**config.mk**
```make
export PLATFORM = sky130hd
export DESIGN_NAME = mul_share_arbiter
export DESIGN_NICKNAME = d
export VERILOG_FILES = /design/src/rtl/mul_share_pkg.sv /design/src/rtl/mul_stage.sv /design/src/rtl/mul_share_arbiter.sv
export SDC_FILE = /design/constraint.sdc
export NUM_CORES = 1
export LEC_CHECK = 0
export ABC_AREA = 1
export BUFFER_PORTS_ARGS = -buffer_cell sky130_fd_sc_hd__buf_2
export CORE_MARGIN = 2
export CORE_UTILIZATION = 30
export DETAILED_ROUTE_END_ITERATION = 12
export SLEW_MARGIN = 20
export SYNTH_ARGS = -nofsm -noshare
export SYNTH_HDL_FRONTEND = slang
export SYNTH_SLANG_ARGS = --single-unit
```
**constraint.sdc**
```tcl
create_clock -name clk -period 9.55 [get_ports clk]
set_clock_uncertainty 0.2 [all_clocks]
set_input_delay 0.955 -clock clk [delete_from_list [all_inputs] [get_ports clk]]
set_output_delay 0.955 -clock clk [all_outputs]
set_load 0.05 [all_outputs]
```
**src/rtl/mul_share_pkg.sv**
```systemverilog
// Shared constants and enums for the two-requester shared multiplier.
package mul_share_pkg;
  localparam int WS_DEF = 16;
  localparam int WL_DEF = 32;

  typedef enum logic {
    REQ_A = 1'b0,
    REQ_B = 1'b1
  } req_id_t;

  typedef enum logic [1:0] {
    IDLE   = 2'd0,
    ISSUED = 2'd1,
    DONE   = 2'd2
  } req_state_t;
endpackage

```
**src/rtl/mul_stage.sv**
```systemverilog
// Operand capture stage of the shared multiplier; the product is formed from
// the captured operands and loaded by the owner one edge later.
module mul_stage
  import mul_share_pkg::*;
#(
  parameter int WS = WS_DEF,
  parameter int WL = WL_DEF
) (
  input  logic          clk,
  input  logic          rst,
  input  logic          i_valid,
  input  req_id_t       i_tag,
  input  logic [WS-1:0] i_x,
  input  logic [WS-1:0] i_y,
  output logic          o_valid,
  output req_id_t       o_tag,
  output logic [WL-1:0] o_p
);

  logic          r_s1_valid;
  req_id_t       r_tag;
  logic [WS-1:0] r_na;
  logic [WS-1:0] r_nb;

  always_ff @(posedge clk) begin
    if (rst) begin
      r_s1_valid <= 1'b0;
      r_tag      <= REQ_A;
      r_na       <= '0;
      r_nb       <= '0;
    end else begin
      r_s1_valid <= i_valid;
      if (i_valid) begin
        r_tag <= i_tag;
        r_na  <= i_x;
        r_nb  <= i_y;
      end
    end
  end

  assign o_valid = r_s1_valid;
  assign o_tag   = r_tag;
  assign o_p     = WL'(r_na) * WL'(r_nb);

endmodule

```
**src/rtl/mul_share_arbiter.sv**
```systemverilog
// Round-robin sharing of one registered multiplier between requesters A and B,
// each limited to a single outstanding operation.
//   state  | meaning
//   IDLE   | ready for new operands
//   ISSUED | operands captured in the multiplier stage
//   DONE   | product held until the requester consumes it
module mul_share_arbiter
  import mul_share_pkg::*;
#(
  parameter int WS = WS_DEF,
  parameter int WL = WL_DEF
) (
  input  logic          clk,
  input  logic          rst,
  input  logic          a_valid,
  output logic          a_ready,
  input  logic [WS-1:0] a_x,
  input  logic [WS-1:0] a_y,
  input  logic          b_valid,
  output logic          b_ready,
  input  logic [WS-1:0] b_x,
  input  logic [WS-1:0] b_y,
  output logic          ra_valid,
  input  logic          ra_ready,
  output logic [WL-1:0] ra_p,
  output logic          rb_valid,
  input  logic          rb_ready,
  output logic [WL-1:0] rb_p
);

  req_state_t    r_st_a;
  req_state_t    r_st_b;
  req_id_t       r_rr_pri;   // requester that wins a tie (the one not granted last)
  logic [WL-1:0] r_ra_p;
  logic [WL-1:0] r_rb_p;

  logic          w_elig_a;
  logic          w_elig_b;
  logic          w_gnt_a;
  logic          w_gnt_b;
  logic          w_s1_valid;
  req_id_t       w_s1_tag;
  logic [WL-1:0] w_prod;
  logic          w_res_a;
  logic          w_res_b;

  assign a_ready  = (r_st_a == IDLE);
  assign b_ready  = (r_st_b == IDLE);
  assign ra_valid = (r_st_a == DONE);
  assign rb_valid = (r_st_b == DONE);
  assign ra_p     = r_ra_p;
  assign rb_p     = r_rb_p;

  assign w_elig_a = a_valid && a_ready;
  assign w_elig_b = b_valid && b_ready;
  assign w_gnt_a  = w_elig_a && (!w_elig_b || (r_rr_pri == REQ_A));
  assign w_gnt_b  = w_elig_b && !w_gnt_a;

  assign w_res_a  = w_s1_valid && (w_s1_tag == REQ_A);
  assign w_res_b  = w_s1_valid && (w_s1_tag == REQ_B);

  mul_stage #(.WS(WS), .WL(WL)) u_mul_stage (
    .clk     (clk),
    .rst     (rst),
    .i_valid (w_gnt_a || w_gnt_b),
    .i_tag   (w_gnt_b ? REQ_B : REQ_A),
    .i_x     (w_gnt_b ? b_x : a_x),
    .i_y     (w_gnt_b ? b_y : a_y),
    .o_valid (w_s1_valid),
    .o_tag   (w_s1_tag),
    .o_p     (w_prod)
  );

  always_ff @(posedge clk) begin
    if (rst) begin
      r_st_a   <= IDLE;
      r_st_b   <= IDLE;
      r_rr_pri <= REQ_A;
      r_ra_p   <= '0;
      r_rb_p   <= '0;
    end else begin
      if (w_gnt_a)      r_rr_pri <= REQ_B;
      else if (w_gnt_b) r_rr_pri <= REQ_A;

      case (r_st_a)
        IDLE:    if (w_gnt_a)  r_st_a <= ISSUED;
        ISSUED:  if (w_res_a)  r_st_a <= DONE;
        DONE:    if (ra_ready) r_st_a <= IDLE;
        default:               r_st_a <= IDLE;
      endcase

      case (r_st_b)
        IDLE:    if (w_gnt_b)  r_st_b <= ISSUED;
        ISSUED:  if (w_res_b)  r_st_b <= DONE;
        DONE:    if (rb_ready) r_st_b <= IDLE;
        default:               r_st_b <= IDLE;
      endcase

      if (w_res_a) r_ra_p <= w_prod;
      if (w_res_b) r_rb_p <= w_prod;
    end
  end

endmodule

```
# After elaboration in Yosys (flattened, before gate mapping)
# Cells that the tools add are included.
# totals
in_bits	70
latchBits	0
out_inout_bits	68
register_bits	103
wordCells	50
romBits	0
ramBits	0
n_memories	0
# op_classes
n_reduce_logical	15
mul	1
n_mux	13
n_eq_ne	10
magnitude_cmp	0
add_sub_neg	0
div	0
shift	0
n_bitwise	2
# ops
operator	count
16-bit by 16-bit multiplier with 32-bit output	1
16-bit 2-to-1 mux	2
2-bit 2-to-1 mux	6
2-bit case mux with 3 select lines	2
2-bit by 1-bit != test with 1-bit output (second input constant)	4
1-bit logical AND	6
3-bit AND reduction	2
2-bit by 1-bit == test with 1-bit output (second input constant)	2
2-bit == test (second input constant)	2
2-bit logical NOT	2
2-bit != test (second input constant)	2
1-bit 2-to-1 mux	3
1-bit logical NOT	2
1-bit logical OR	2
1-bit inverter	2
2-bit nonzero test	1

# Longest topological paths before layout
# Gate-level depths: netlist (run 1).
# depth
depth_word	9
mapped_depth	27
ltp_nobuf	25

# By module
# A second synthesis (run 1) with hierarchy kept.
# hier_totals
cells_unflattened	1944
area_unflattened_um2	13506.7
# by_module_without_submodules
module	n_inst	cells_each	seq_area_each_um2	area_per_inst_um2
mul_stage	1	1520	680.7	10581.4
mul_share_arbiter	1	424	1381.3	2925.3

# Worst setup path before layout (run 1)
# OpenSTA, ideal clock, no wires.
# synth_timing
path_type	flip-flop to flip-flop
startpoint	register u_mul_stage.r_nb[7]
endpoint	register r_rb_p[29] (netlist: rb_p[29])
n_path_buf	2
period_less_slack_ns	5.472
stages_incl_launch_ff	25
arrival_ns	5.163
required_ns	9.241
slack_ns	4.078
setup_time_ns	0.109
cell_sequence	dfxtp_1 clkbuf_1 clkbuf_1 nand2_1 fa_1 inv_1 fa_1 inv_1 fa_1 inv_1 fa_1 fa_1 inv_1 fa_1 inv_1 ha_1 nand2_1 nor2_1 nand2_1 nor2_1 nand2_1 nand3_1 nand3_1 nand2_1 inv_1
# synth_via
elab_chain_len	1
# synth_lines
item	line_no	rtl
from (decl)	mul_stage.sv:23	logic [WS-1:0] r_nb;
from (signal assigned)	mul_stage.sv:36	r_nb <= i_y;
16-bit by 16-bit multiplier with 32-bit output	mul_stage.sv:43	assign o_p = WL'(r_na) * WL'(r_nb);
to (signal assigned)	mul_share_arbiter.sv:100	if (w_res_b) r_rb_p <= w_prod;
to (decl)	mul_share_arbiter.sv:35	logic [WL-1:0] r_rb_p;
# Every way passes these cells.
# A chain may end at the register's enable or synchronous reset.

# Worst setup path after layout (run 1)
# layout_timing
startpoint	register u_mul_stage.r_na[10]
endpoint	register r_rb_p[28] (netlist: rb_p[28])
# layout_via
elab_chain_len	1
# layout_lines
item	line_no	rtl
from (decl)	mul_stage.sv:22	logic [WS-1:0] r_na;
from (signal assigned)	mul_stage.sv:35	r_na <= i_x;
16-bit by 16-bit multiplier with 32-bit output	mul_stage.sv:43	
# Every way passes these cells.

==> impl_metrics.env, run 1 <==
export IMPL_status="finished clean"
export IMPL_p_per_area_nw_per_um2=228
export IMPL_tightest_slew_ns=0.995
export IMPL_yosys_top_cells_area="fa_1 29%, dfxtp_1 15%, inv_1 14%, nand2_1 14%, ha_1 9.6%"
export IMPL_cts_hold_buf=0
export IMPL_post_drt_wl_per_cell_um=15.2
export IMPL_finalCritPeriodShare_pct=67.2
export IMPL_grt_max_degree=55
export IMPL_yosysTopAreaCell="fa_1"
export IMPL_critPathKind="flop to flop"
export IMPL_layout_nets=2361
export IMPL_ys_async_sr_fraction_pct=0
export IMPL_dp_hpwl_um=30000
export IMPL_setup_total_negative_slack_ns=0
export IMPL_worstHoldPathType="flop to flop"
export IMPL_multi_input_area_um2=9160
export IMPL_avgSynthCellArea_um2=6.99
export IMPL_synthCells=1937
export IMPL_chipWidth_um=217
export IMPL_core_area_um2=44400
export IMPL_netlist_top_cells_count="499 x inv_1, 495 x nand2_1, 194 x fa_1"
export IMPL_layout_area_seq_um2=2060
export IMPL_reg2reg_slack_ns=3.14
export IMPL_place_area_um2=14600
export IMPL_drc=0
export IMPL_seq_area_frac_synth_pct=15.2
export IMPL_cts_buffers=9
export IMPL_synth_edf_count=0
export IMPL_clockBufferDepth=2
export IMPL_io_pins=138
export IMPL_syn_to_final_growth_pct=10.0
export IMPL_die_y_um=217
export IMPL_ys_flop_type="dfxtp_1"
export IMPL_slowest_stage="dfxtp_1"
export IMPL_drive_gt1_share_pct=8.76
export IMPL_max_stage_delay_ns=0.97
export IMPL_fmax_mhz=156
export IMPL_antenna_left=0
export IMPL_overflow=0
export IMPL_total_power_uw=3390
export IMPL_grt_pass1_wl_um=65500
export IMPL_yosys_register_bits=103
export IMPL_vias=11800
export IMPL_ir_worst_vdd_mv=0.127
export IMPL_yosysMostFrequentCell="inv_1"
export IMPL_antenna_found_initial=0
export IMPL_period_minus_slack_ns=6.41
export IMPL_cts_setup_buffers=0
export IMPL_drt_pre_antenna_iters=6
export IMPL_ctsHtreeMaxLevel=3
export IMPL_maxSlewViolCount=0
export IMPL_fill_cells=4762
export IMPL_num_rows=77
export IMPL_path_cells="nand2_1 -> fa_1 -> fa_1 -> fa_1 -> fa_1 -> inv_1 -> fa_1 -> inv_1 -> fa_1 -> inv_1 -> ha_1 -> nand2_1 -> nor2_1 -> nand3_1 -> nand3b_1 -> nand2_1 -> nand3_1 -> nand3_1 -> nand2_1 -> inv_1"
export IMPL_rsz0062_at_grt="false"
export IMPL_path_max_fanout=17
export IMPL_final_area_um2=14900
export IMPL_worst_path_most_repeated_cell="fa_1"
export IMPL_gr_usage_all_layers_pct=17.6
export IMPL_yosysTopAreaCellShare_pct=28.7
export IMPL_hold_viol=0
export IMPL_report_final_setup_viol=0
export IMPL_antenna_cells=0
export IMPL_numPortBuffers=137
export IMPL_start_util_pct=30.5
export IMPL_cts_sinks=103
export IMPL_critPathRequiredTime_ns=9.63
export IMPL_max_slew_margin_pct=33.6
export IMPL_root_buffer="clkbuf_16"
export IMPL_endpoint_kind="flop"
export IMPL_arrival_ns=6.49
export IMPL_place_congestion=0.880
export IMPL_path_clk_slew_ns=0.09
export IMPL_drt_wl_total_um=39200
export IMPL_cts_tree="built"
export IMPL_cts_resized=0
export IMPL_viasPerCell=4.56
export IMPL_drt_iter0_drc=694
export IMPL_clock_latency_ns=0.37
export IMPL_dieArea_um2=46900
export IMPL_grt_pass1_vias=12400
export IMPL_syn_nets=2305
export IMPL_p_leak_uw=0.00892
export IMPL_ys_warn_count=0
export IMPL_synth_distinct_cells=31
export IMPL_syn_cell_area_um2=13500
export IMPL_startpoint_type="flop"
export IMPL_max_cap_viol_count=0
## stage by stage
stage / std cells / setup WS [ns] / util [%] / hold WS [ns]
finish: 2590 / 3.14 / 33.6 / 0.284
CTS: 2590 / 3.17 / 33.6 / 0.286
global route: 2590 / 2.79 / 33.6 / 0.315
floorplan: 1937 / 4.08 / - / 0.250
detailed placement: 2574 / 3.23 / 32.8 / 0.268
global placement: 2574 / 3.22 / 32.8 / 0.263
## critical path, delay by kind of cell (launching register included)
kind / cells / cell delay [ns]
adders and majority gates: 7 / 3.52
and+or+nand+nor: 9 / 1.42
DFF: 1 / 0.97
buffers and inverters: 4 / 0.19
## kinds of logic (layout without fill, tap and decap cells)
| kind of cell | Yosys count | in the layout | synth area share, % |
|---|---|---|---|
| buf+inv | 602 | 663 | 17.2 |
| xor+xnor | 15 | 15 | 0.970 |
| flops | 103 | 103 | 15.2 |
| fa+ha+maj | 298 | 298 | 38.3 |
| simple gates | 786 | 786 | 23.2 |
| compound gates | 133 | 133 | 5.14 |
## per-layer routing
layer / up-vias / track usage, % / wire [µm]
li1: 5696 / - / -
met4: 0 / 5.25 / 984
met2: 390 / 29.3 / 18400
met5: - / 0 / 0
met3: 61 / 3.24 / 2610
met1: 5663 / 23.1 / 17300
## state kept, by name, indices dropped and copies added (netlist names)
signal,cells
ra_p,32
u_mul_stage.r_na,16
u_mul_stage.o_valid,1
u_mul_stage.r_nb,16
u_mul_stage.o_tag,1
r_rr_pri,1
r_st_a,2
rb_p,32
r_st_b,2
## report_power, final
part	switching, µW	internal (µW)
registers	141	487
logic	1550	796
clock network	204	213
total	1900	1500
## placed cells by master, fill, tap and decap left out
master,Yosys,final
nand3_2,4,4
dfxtp_1,103,103
inv_1,499,499
a21o_1,9,9
o21bai_1,1,1
nor3b_2,1,1
o21ai_0,65,65
buf_4,5,7
ha_1,104,104
inv_8,0,2
o21ai_1,31,31
clkinv_4,0,2
nand3b_1,2,2
nand2_1,495,495
inv_6,0,1
nor2_8,1,1
a21oi_2,1,1
or2_1,1,1
xor2_1,8,8
a211oi_1,1,1
nor2_1,183,183
nor2_2,3,3
bufinv_16,0,1
nand3_1,90,90
buf_2,3,137
fa_1,194,194
a21oi_1,25,25
inv_2,4,4
nand4_1,4,4
nand2_2,1,1
xnor2_1,7,7
inv_12,0,1
clkbuf_16,0,9
and2_1,1,1
## path summary, 6_finish.rpt
kind | start | end | depth (start not counted)
worst max-delay path | u_mul_stage.r_na[10]$_SDFFE_PP0P_ | rb_p[28]$_SDFFE_PP0P_ | 20
worst max register to register | u_mul_stage.r_na[10]$_SDFFE_PP0P_ | rb_p[28]$_SDFFE_PP0P_ | 20
worst min-delay path | ra_p[2]$_SDFFE_PP0P_ | ra_p[2]$_SDFFE_PP0P_ | 2
worst min register to register | ra_p[2]$_SDFFE_PP0P_ | ra_p[2]$_SDFFE_PP0P_ | 2
## layout make-up
type | instances | area share [%]
inverter | 503 | 12.7
sequential | 103 | 13.8
tap | 592 | 4.97
multi-input combinational | 1232 | 61.4
timing repair buffer | 144 | 4.95
clock inverter | 7 | 0.638
clock buffer | 9 | 1.51
Note: power is estimated with default switching activity, not from simulation.
==> run 2: changes to the inputs <==
==> constraint.sdc (replaced) <==
create_clock -name clk -period 5.23 [get_ports clk]
set_clock_uncertainty 0.2 [all_clocks]
set_input_delay 0.523 -clock clk [delete_from_list [all_inputs] [get_ports clk]]
set_output_delay 0.523 -clock clk [all_outputs]
set_load 0.05 [all_outputs]
==> run 2 against run 1 <==
Compared with the run above: the flow now finishes with violations (negative setup slack); total power grew to 2.6 times the previous value; sequential power up 64%; cell area up 14%; count of clock-buffer cells in the layout unchanged; first-iteration DRC count decreased by 2.7%; maximum frequency up 16%; register-to-register slack worse by 3.4 ns; via count up 4.1%; largest power group unchanged.
==> impl_metrics.env, run 2 (synthesized netlist as in run 1, its figures left out) <==
export IMPL_status="complete, but fails checks"
export IMPL_violations="negative setup slack"
export IMPL_worstHoldPathType="input pin to flop"
export IMPL_path_clk_slew_ns=0.09
export IMPL_fmax_mhz=181
export IMPL_die_y_um=217
export IMPL_report_final_setup_viol=40
export IMPL_antenna_left=0
export IMPL_cts_sinks=103
export IMPL_root_buffer="clkbuf_16"
export IMPL_endpoint_kind="flop"
export IMPL_arrival_ns=5.60
export IMPL_crit_buf_inv=8
export IMPL_slowest_stage="fa_1"
export IMPL_post_drt_wl_per_cell_um=14.4
export IMPL_cts_buffers=9
export IMPL_fin_ws_ns=-0.293
export IMPL_hold_viol=0
export IMPL_clock_latency_ns=0.38
export IMPL_path_max_fanout=5
export IMPL_drc=0
export IMPL_switching_power_uw=4570
export IMPL_ir_worst_vdd_mv=0.433
export IMPL_ctsHtreeMaxLevel=3
export IMPL_layout_nets=2491
export IMPL_max_cap_viol_count=0
export IMPL_holdWs_ns=0.203
export IMPL_maxSlewViolCount=0
export IMPL_clockBufferDepth=2
export IMPL_p_int_uw=4190
export IMPL_overflow=0
export IMPL_switching_share_pct=52.2
export IMPL_rsz0062_at_grt="true"
export IMPL_grt_pass1_vias=13000
export IMPL_core_area_um2=44400
export IMPL_drive_gt1_share_pct=25.2
export IMPL_viasPerCell=4.52
export IMPL_comb_power_share_pct=79.6
export IMPL_dp_hpwl_um=31600
export IMPL_io_pins=138
export IMPL_setup_total_negative_slack_ns=-7.15
export IMPL_numPortBuffers=137
export IMPL_finalCritPeriodShare_pct=106
export IMPL_power_share_clock_pct=8.6
export IMPL_vias=12300
export IMPL_pre_cts_ws_ns=-0.664
export IMPL_grt_max_degree=55
export IMPL_place_congestion=0.914
export IMPL_antenna_found_initial=0
export IMPL_dieArea_um2=46900
export IMPL_cts_tree="built"
export IMPL_period_minus_slack_ns=5.52
export IMPL_critPathKind="flop to flop"
export IMPL_p_per_area_nw_per_um2=514
export IMPL_max_slew_margin_pct=33.2
export IMPL_total_power_uw=8760
export IMPL_start_util_pct=30.5
export IMPL_layout_commonest_cell="inv_1"
export IMPL_antenna_cells=0
export IMPL_startpoint_type="flop"
export IMPL_final_util_pct=38.4
export IMPL_num_rows=77
export IMPL_p_leak_uw=0.00980
export IMPL_drt_iter0_drc=675
export IMPL_grt_pass1_wl_um=65700
export IMPL_drt_pre_antenna_iters=5
export IMPL_chipWidth_um=217
export IMPL_max_stage_delay_ns=0.55
export IMPL_crit_family="adder cells"
export IMPL_mostFrequentLayoutCells="461 x inv_1, 414 x nand2_1, 182 x fa_1"
export IMPL_critPathRequiredTime_ns=5.30
export IMPL_gr_usage_all_layers_pct=17.3
export IMPL_fill_cells=4550
export IMPL_path_cells="buf_6 -> nand2_1 -> inv_1 -> fa_1 -> inv_2 -> fa_2 -> fa_1 -> inv_2 -> fa_1 -> fa_1 -> inv_2 -> fa_1 -> inv_2 -> ha_4 -> nand2_4 -> nor2_2 -> nand3_1 -> nand3b_1 -> buf_6 -> nand2_2 -> nand3_1 -> nand3_1 -> nand2_1 -> inv_1"
export IMPL_drt_wl_total_um=39200
export IMPL_worst_path_most_repeated_cell="fa_1"
export IMPL_syn_to_final_growth_pct=25.8
export IMPL_p_seq_share_pct=11.8
export IMPL_tightest_slew_ns=1.00
-- run 2: cell count changes in the layout (fill, tap and decap cells not counted), moves of 18 or more --
cell	delta
buf_6	+24
nand2_2	+64
dfxtp_1	-27
nor2_1	-18
buf_4	+95
nand3_1	-21
inv_1	-38
nand2_1	-81
inv_2	+37
-- run 2: per-stage QoR --
step,instances,cell area [µm²]
after floorplan,1937,13700
after global placement,2677,15500
after detailed placement,2677,15500
after CTS,2703,16500
after global routing,2720,17100
final,2720,17100
-- run 2: worst paths after layout --
check,cells after the start,slack [ns],start,endpoint
worst max-delay path,24,-0.29,u_mul_stage.r_na[7]$_SDFFE_PP0P_,ra_p[30]$_SDFFE_PP0P_
worst min-delay path,3,0.20,b_y[2],u_mul_stage.r_nb[2]$_SDFFE_PP0P_
worst max register to register,24,-0.29,u_mul_stage.r_na[7]$_SDFFE_PP0P_,ra_p[30]$_SDFFE_PP0P_
worst min register to register,2,0.29,rb_p[4]$_SDFFE_PP0P_,rb_p[4]$_SDFFE_PP0P_
-- run 2: power groups by stage --
stage,logic [µW],clock network [µW],registers [µW]
after global routing,7630,804,1040
after detailed placement,5080,0,1030
after CTS,6200,773,1030
final,6970,754,1030
after floorplan,3030,0,1170
after global placement,5110,0,1030
-- run 2: layout make-up --
cell class	instances	area, µm²	area share (%)
repair buffers	274	1930	11.3
clock buffers	9	225	1.32
inverters	503	1890	11.1
flip-flops and latches	103	2130	12.5
well taps	592	741	4.34
clock inverters	7	93.8	0.550
multi-input cells	1232	10000	58.9
-- run 2: routing by layer --
metal | global-route usage (%) | wire length, µm | vias up
li1 | - | - | 5951
met1 | 23.4 | 17700 | 6002
met2 | 29.0 | 18800 | 292
met3 | 2.27 | 1930 | 54
met4 | 4.43 | 814 | 0
met5 | 0 | 0 | -
-- run 2: timing repair --
item	CTS	global route
pin swaps	57	85
setup buffers	15	18
hold buffers	0	0
gates resized for setup	168	141
setup endpoints to repair	46	46
-- run 2: worst reg2reg max path: cells and delay by family, from the launching register on --
| family | cells | cell delay (ns) |
|---|---|---|
| and+or+nand+nor | 9 | 0.96 |
| adders and majority gates | 7 | 3.31 |
| buffers and inverters | 8 | 0.56 |
| DFF | 1 | 0.39 |
==> run 3: changes to the inputs <==
--- a/config.mk
+++ b/config.mk
@@ -10,6 +10,7 @@
 export CORE_MARGIN = 2
 export CORE_UTILIZATION = 30
 export DETAILED_ROUTE_END_ITERATION = 12
+export RECOVER_POWER = 100
 export SLEW_MARGIN = 20
 export SYNTH_ARGS = -nofsm -noshare
 export SYNTH_HDL_FRONTEND = slang
==> run 3 against run 2 <==
Compared with the run above: the flow finishes with violations (max-capacitance violations, max-slew violations, negative setup slack); core utilization is 0.25 points lower; worst hold slack better by 0.0016 ns; die area stayed put; sequential share of layout area is 0.082 points higher; non-clock buffer count stayed put; total power is 0.42% lower; sequential cell count stayed put; register-to-register slack hardly changed; largest cell class unchanged.
==> impl_metrics.env, run 3 (synthesized netlist as in run 1, its figures left out) <==
export IMPL_io_pins=138
export IMPL_num_rows=77
export IMPL_drt_pre_antenna_iters=5
export IMPL_viasPerCell=4.53
export IMPL_max_cap_viol_count=1
export IMPL_violations="max-capacitance violations, max-slew violations, negative setup slack"
export IMPL_cts_tree="built"
export IMPL_overflow=0
export IMPL_layout_commonest_cell="inv_1"
export IMPL_p_per_area_nw_per_um2=515
export IMPL_arrival_ns=5.59
export IMPL_comb_power_share_pct=79.6
export IMPL_fill_cells=4585
export IMPL_ctsHtreeMaxLevel=3
export IMPL_startpoint_type="flop"
export IMPL_multi_input_area_um2=10000
export IMPL_slowest_stage="fa_1"
export IMPL_drive_gt1_share_pct=21.8
export IMPL_post_drt_wl_per_cell_um=14.4
export IMPL_antenna_found_initial=0
export IMPL_maxSlewViolCount=34
export IMPL_ir_worst_vdd_mv=0.428
export IMPL_clock_latency_ns=0.38
export IMPL_path_clk_slew_ns=0.09
export IMPL_switching_power_uw=4560
export IMPL_fmax_mhz=181
export IMPL_hold_viol=0
export IMPL_numPortBuffers=137
export IMPL_place_congestion=0.914
export IMPL_p_leak_uw=0.00951
export IMPL_endpoint_kind="flop"
export IMPL_switching_share_pct=52.2
export IMPL_holdWs_ns=0.204
export IMPL_tightest_slew_ns=1.62
export IMPL_setup_total_negative_slack_ns=-7.25
export IMPL_reg2reg_slack_ns=-0.29
export IMPL_drc=0
export IMPL_finalCritPeriodShare_pct=106
export IMPL_rsz0062_at_grt="true"
export IMPL_drt_iter0_drc=684
export IMPL_critPathKind="flop to flop"
export IMPL_worstHoldPathType="input pin to flop"
export IMPL_antenna_left=0
export IMPL_syn_to_final_growth_pct=25.0
export IMPL_report_final_setup_viol=40
export IMPL_dp_hpwl_um=31600
export IMPL_worst_path_most_repeated_cell="fa_1"
export IMPL_grt_pass1_vias=13000
export IMPL_chipWidth_um=217
export IMPL_start_util_pct=30.5
export IMPL_antenna_cells=0
export IMPL_mostFrequentLayoutCells="463 x inv_1, 415 x nand2_1, 182 x fa_1"
export IMPL_layout_nets=2491
export IMPL_cts_buffers=9
export IMPL_power_share_clock_pct=8.6
export IMPL_gr_usage_all_layers_pct=17.3
export IMPL_grt_max_degree=55
export IMPL_clockBufferDepth=2
export IMPL_final_area_um2=16900
export IMPL_max_stage_delay_ns=0.55
export IMPL_path_max_fanout=5
export IMPL_layout_area_seq_um2=2130
export IMPL_critPathRequiredTime_ns=5.30
export IMPL_drt_wl_total_um=39100
export IMPL_place_area_um2=15500
export IMPL_grt_pass1_wl_um=65700
export IMPL_p_int_uw=4170
export IMPL_die_y_um=217
export IMPL_vias=12300
export IMPL_core_area_um2=44400
export IMPL_max_slew_margin_pct=-8.47
export IMPL_path_cells="buf_6 -> nand2_2 -> inv_2 -> fa_1 -> inv_2 -> fa_2 -> fa_1 -> fa_1 -> inv_1 -> fa_1 -> inv_2 -> fa_1 -> inv_2 -> ha_4 -> nand2_4 -> nor2_2 -> nand3_1 -> nand3b_1 -> buf_6 -> nand2_2 -> nand3_1 -> nand3_1 -> nand2_1 -> inv_1"
export IMPL_status="complete, but fails checks"
export IMPL_root_buffer="clkbuf_16"
export IMPL_fin_ws_ns=-0.291
export IMPL_p_seq_share_pct=11.8
export IMPL_cts_sinks=103
export IMPL_dieArea_um2=46900
export IMPL_period_minus_slack_ns=5.52
==> run 3: per-stage QoR <==
| step | instances | setup slack [ns] | power [µW] | util, % |
|---|---|---|---|---|
| 2_1_floorplan | 1937 | -0.0183 | 4200 | - |
| 3_5_place_dp | 2677 | -0.664 | 6120 | 34.9 |
| 3_3_place_gp | 2677 | -0.703 | 6140 | 34.9 |
| 6_report | 2720 | -0.291 | 8720 | 38.1 |
| 4_1_cts | 2703 | -0.243 | 8010 | 37.1 |
| 5_1_grt | 2720 | -0.491 | 9450 | 38.1 |
==> run 3: layer usage <==
metal  vias up  wire, µm  GRT usage, %  share of wire [%]
met5         -         0             0                  0
met4         0       809          4.43                2.1
met3        52      1940          2.27                5.0
met2       301     18800          29.0                 48
met1      6008     17600          23.4                 45
li1       5954         -             -                  -
==> run 3: power by group through the flow <==
stage / Sequential [µW] / Combinational (µW) / Clock (µW)
floorplan: 1170 / 3030 / 0
global placement: 1030 / 5110 / 0
detailed placement: 1030 / 5080 / 0
CTS: 1030 / 6200 / 773
global route: 1040 / 7600 / 804
finish: 1030 / 6940 / 751
==> run 3: layout make-up <==
cell class                      instances  share of cell area, %
Clock buffer                            9                   1.33
Clock inverter                          7                  0.554
Inverter                              503                   11.2
Multi-Input combinational cell       1232                   59.1
Sequential cell                       103                   12.6
Tap cell                              592                   4.37
Timing Repair Buffer                  274                   10.9
==> run 3: timing repair <==
item	CTS	global route
buffers inserted	15	18
resized for setup	168	141
setup endpoints to repair	46	46
hold buffers	0	0
pin swaps	57	85
gates cloned	0	0
==> run 3: worst paths after layout <==
check        cells past startpoint                                to                        startpoint
min reg2reg                      2              rb_p[4]$_SDFFE_PP0P_              rb_p[4]$_SDFFE_PP0P_
max reg2reg                     24             ra_p[30]$_SDFFE_PP0P_  u_mul_stage.r_na[7]$_SDFFE_PP0P_
max                             24             ra_p[30]$_SDFFE_PP0P_  u_mul_stage.r_na[7]$_SDFFE_PP0P_
min                              3  u_mul_stage.r_nb[2]$_SDFFE_PP0P_                            b_y[2]
==> run 3: worst max-delay path: cells and delay by family, from the launching register on <==
family | cells | cell delay, ns
and+or+nand+nor | 9 | 0.94
buffers and inverters | 8 | 0.56
adders and majority gates | 7 | 3.30
DFF | 1 | 0.39
